`src/rtl/ptr_feeder.sv`:
```
// Frame FIFO feeding the ptr reader: each fe_data_rq assertion delivers at most one
// 8-bit frame as a single s_write strobe, DELAY+1 cycles after the request is accepted.
//
// state  | meaning
// IDLE   | no request pending
// STARVE | request seen with FIFO empty, waiting for data
// WAIT   | delay counter running toward delivery
// WRITE  | s_write high for one cycle, FIFO head popped
// HOLD   | frame delivered, waiting for fe_data_rq to drop
module ptr_feeder #(
   parameter int DEPTH = 16,
   parameter int DELAY = 20
) (
   input  logic                    clk,
   input  logic                    reset,
   input  logic                    h_write,
   input  logic [7:0]              h_writedata,
   input  logic                    h_flush,
   output logic                    h_full,
   output logic [$clog2(DEPTH):0]  h_level,
   output logic                    h_overflow,
   output logic                    h_starve,
   input  logic                    h_clr_flags,
   output logic [15:0]             h_count,
   input  logic                    fe_data_rq,
   output logic                    s_write,
   output logic [31:0]             s_writedata
);

   localparam int AW = $clog2(DEPTH);
   localparam int LW = AW + 1;

   typedef enum logic [2:0] {IDLE, STARVE, WAIT, WRITE, HOLD} state_t;

   state_t          state;
   logic [15:0]     cnt;
   logic [AW-1:0]   wr_ptr;
   logic [AW-1:0]   rd_ptr;
   logic [7:0]      mem [DEPTH];
   logic            pop;
   logic            push;
   logic            empty;

   assign h_full = (h_level == LW'(DEPTH));
   assign empty  = (h_level == '0);

   // A pop while full frees the slot the simultaneous push lands in.
   always_comb begin
      pop  = (state == WRITE);
      push = h_write && (!h_full || pop) && !h_flush;
   end

   always_ff @(posedge clk) begin
      if (push) mem[wr_ptr] <= h_writedata;
   end

   always_ff @(posedge clk) begin
      if (reset) begin
         state       <= IDLE;
         cnt         <= '0;
         wr_ptr      <= '0;
         rd_ptr      <= '0;
         h_level     <= '0;
         h_overflow  <= 1'b0;
         h_starve    <= 1'b0;
         h_count     <= '0;
         s_write     <= 1'b0;
         s_writedata <= '0;
      end else begin
         s_write     <= 1'b0;
         s_writedata <= '0;

         if (h_flush) begin
            wr_ptr  <= '0;
            rd_ptr  <= '0;
            h_level <= '0;
         end else begin
            if (push) wr_ptr <= wr_ptr + 1'b1;
            if (pop)  rd_ptr <= rd_ptr + 1'b1;
            h_level <= h_level + LW'(push) - LW'(pop);
         end

         if (h_write && h_full && !pop && !h_flush) h_overflow <= 1'b1;
         else if (h_clr_flags)                      h_overflow <= 1'b0;

         if (state == IDLE && fe_data_rq && empty) h_starve <= 1'b1;
         else if (h_clr_flags)                     h_starve <= 1'b0;

         // WAIT is only entered with data that a same-cycle flush is not about to discard.
         case (state)
            IDLE: begin
               if (fe_data_rq) begin
                  if (empty) begin
                     state <= STARVE;
                  end else if (!h_flush) begin
                     state <= WAIT;
                     cnt   <= 16'(DELAY - 1);
                  end
               end
            end
            STARVE: begin
               if (!fe_data_rq) begin
                  state <= IDLE;
               end else if (!empty && !h_flush) begin
                  state <= WAIT;
                  cnt   <= 16'(DELAY - 1);
               end
            end
            WAIT: begin
               if (!fe_data_rq || h_flush) begin
                  state <= IDLE;
               end else if (cnt == '0) begin
                  state       <= WRITE;
                  s_write     <= 1'b1;
                  s_writedata <= {24'd0, mem[rd_ptr]};
               end else begin
                  cnt <= cnt - 1'b1;
               end
            end
            WRITE: begin
               h_count <= h_count + 1'b1;
               state   <= HOLD;
            end
            HOLD: begin
               if (!fe_data_rq) state <= IDLE;
            end
            default: state <= IDLE;
         endcase
      end
   end

endmodule

```
`config.mk`:
```
export PLATFORM = sky130hd
export DESIGN_NAME = ptr_feeder
export DESIGN_NICKNAME = d
export VERILOG_FILES = /design/src/rtl/ptr_feeder.sv
export SDC_FILE = /design/constraint.sdc
export NUM_CORES = 1
export LEC_CHECK = 0
export ABC_AREA = 1
export CORE_UTILIZATION = 45
export DETAILED_ROUTE_END_ITERATION = 10
export MAX_ROUTING_LAYER = met4
export PLACE_DENSITY = 0.66
export SYNTH_ARGS = -nofsm -noshare
export SYNTH_HDL_FRONTEND = slang
export SYNTH_SLANG_ARGS = --single-unit
```
`constraint.sdc`:
```
create_clock -name clk -period 5.8 [get_ports clk]
set_input_delay 1.16 -clock clk [delete_from_list [all_inputs] [get_ports clk]]
set_output_delay 1.16 -clock clk [all_outputs]
set_load 0.01 [all_outputs]
```
==> impl_metrics.toml <==
[status]
status = "finished clean"

[power_and_ir_drop]
powerDensity_mw_per_mm2 = 363
ir_drop_uv = 251
power_leakage_nw = 3.51

[critical_path]
worst_ep_required_time_ps = 4640
reg2reg_to = "h_level[4]"
critPathKind = "flop to output pin"
cpLargestDelayFamily = "buffers and inverters"
worstSetupEndpointType = "output pin"
critPathMostFrequentCell = "inv_1"
cp_slowest_cell = "clkdlybuf4s50_1"
start_kind = "flop"
cp_max_fo = 3
cp_num_buf_inv = 3
rr_startpoint = "state[0]"
critPathMaxStageDelay_ps = 540
r2r_slack_ps = 3130
arrival_ps = 1880
reg2reg_depth = 14
crit_path_cell_trace = "inv_1 > ha_1 > nand3_1 > inv_1 > clkdlybuf4s50_1"
path_depth = 5

[route]
wirelength_um = 18200
wire_per_inst_um = 15.2
drtIter0Drc = 391
postRouteAntennaNets = 0
routed-via-count = 6103
drc = 0
vias_per_cell = 5.10
dr.pass1.iters = 8

[placement]
port_buffers = 46
hpwl_um = 11500
postPlaceCellArea_mm2 = 0.00908
pre_cts_slack_ps = 2370
gp_congestion = 0.861

[global_routing]
grt_usage_pct = 20.1
grt_first_pass_wirelength_um = 29100
grt_max_degree = 67
grt_pass1_vias = 5674
antenna_found_initial = 0
grt-ovfl-total = 0

[floorplan]
die_h_um = 140
initial_core_util_pct = 45.8
die-area_mm2 = 0.0195
die_w_um = 140
core.rowCount = 50
core-area_mm2 = 0.0186
pin_count = 71

[layout]
nets = 978
final_cell_mix = "180 x nor2_1, 175 x nand2_1, 128 x edfxtp_1"
syn2layout_area_growth_pct = 12.8
final_common_cell = "nor2_1"
fin_area_mm2 = 0.00964
final_util_pct = 51.7
antenna_cells = 0
layout-drive-gt1-share_pct = 6.65

[yosys]
synth.top_cell.area_share_pct = 45.0
yosys.area.top_type = "edfxtp_1"
yosysSeqAreaShare_pct = 58.8
ys_ff_latch = 187
syn_inst = 915
synth_area_mm2 = 0.00854
avgSynthCellArea_um2 = 9.34
netlist_top_cells_area = "edfxtp_1 45%, dfxtp_1 14%, nor2_1 7.9%, nand2_1 7.7%, o21ai_0 4.8%"
yosys_warnings = 0
synthDistinctLibCells = 40

[hold_path]
hold_class = "flop to flop"
hold_end = "h_starve"
hold_path_depth = 2
min_from = "h_starve"

[sta]
rsz0062_at_grt = "false"
relSlewSlack_pct = 28.9
setup_viol = 0
drv_slew = 0
fmax_mhz = 329
fin_crit_sh_pct = 52.4
worst_slew_pin_slew_ps = 1060
worst_slack_ps = 2760
fin_skew_ps = 9.90
hold_violations = 0
setup_tns_ps = 0
fin_crit_ps = 3040

[clock_tree]
htreeDepth = 4
cts_root_buffer = "clkbuf_16"
cts_sinks = 187
clk_pin_slew_ps = 70
cts-buffers-inserted = 17
cts_tree = "done"
holdBufCountCts = 0
cts-resized-gates = 0
clk_latency_ps = 440
cts_buffer_depth = 2
cts_setup_buffers = 0

[run]
maxCapViolations = 0
==> worst max-delay path by stage <==
stage                          start    endpoint  slack (ps)
after CTS                 h_level[3]      h_full        2750
final                     h_level[3]      h_full        2760
after global placement       h_write  h_level[4]        2360
after detailed placement     h_write  h_level[4]        2370
after floorplan              h_flush  h_level[4]        2980
after global routing      h_level[3]      h_full        2650
==> per-layer routing <==
layer	part of all wire [%]	GRT usage, %	vias up	wire length, um
li1	-	-	3087	-
met1	47	25.9	2836	8570
met2	47	31.8	163	8550
met3	4.5	3.85	17	826
met4	1.4	6.48	0	250
met5	0	-	-	0
==> cell type report <==
type                       count  area (um2)
inverter                      61         231
clock inverter                11         110
timing repair buffer          49         483
tap                          234         293
fill                        1695        9000
multi-input combinational    633        3050
sequential                   187        5030
clock buffer                  21         450
==> cell families (layout without fill, tap and decap cells) <==
kind of cell / after synthesis / in the layout / synth area share, %
simple gates: 434 / 434 / 21.8
flops: 187 / 187 / 58.8
compound gates: 152 / 152 / 9.68
buf+inv: 118 / 142 / 6.53
fa+ha+maj: 15 / 15 / 2.29
xor+xnor: 8 / 8 / 0.820
other cells: 1 / 24 / 0.0439
==> worst reg2reg max path: stages (launching register included) <==
cell and delay (ps):
dfxtp_1 500, nand3_4 240, inv_4 180, nor2_4 70, nor2_4 100, nand2_4 80, ha_1 290, inv_1 40
ha_1 200, fa_1 400, nand2_1 80, a21oi_1 50, nor2_1 120, nand2_1 60, nor3b_1 130
==> where the power goes <==
group / switching, W / internal [W]
combinational: 0.000576 / 0.000296
sequential: 0.0000505 / 0.00147
clock: 0.000499 / 0.000610
total: 0.00113 / 0.00238
==> Yosys cell counts <==
master	count
nand2_4	4
a21oi_2	3
nor2_8	1
xnor2_1	3
o21bai_1	5
nand3_1	39
nor3b_1	5
dfxtp_1	59
buf_4	25
edfxtp_1	128
conb_1	1
and3_1	1
nand3_4	1
nand2_1	175
nand3_2	2
a211oi_1	2
clkbuf_1	20
buf_1	2
inv_4	1
nand4_1	5
o22ai_1	24
fa_1	1
ha_1	14
inv_2	4
o21a_1	2
nor2_4	5
o21ai_0	82
nor3_1	6
nand3b_2	1
inv_1	55
nand2_2	3
buf_6	1
a31oi_1	2
clkinv_1	1
nor2_2	5
xor2_1	5
a21oi_1	32
buf_2	9
nor2_1	180
nor3_2	1
==> sequential cells by signal, summed over array words and instances, names as in the netlist <==
signal,count
cnt,16
h_count,16
h_level,5
h_overflow,1
h_starve,1
mem,128
rd_ptr,4
s_write,1
s_writedata,8
state,3
wr_ptr,4
==> per-stage QoR <==
stage / instances / power (W) / hold slack, ps
2_1_floorplan: 938 / 0.00224 / 470
3_3_place_gp: 1164 / 0.00242 / 459
3_5_place_dp: 1164 / 0.00242 / 455
4_1_cts: 1196 / 0.00352 / 475
5_1_grt: 1196 / 0.00370 / 524
6_report: 1196 / 0.00350 / 473
Note: power is estimated with default switching activity, not from simulation.
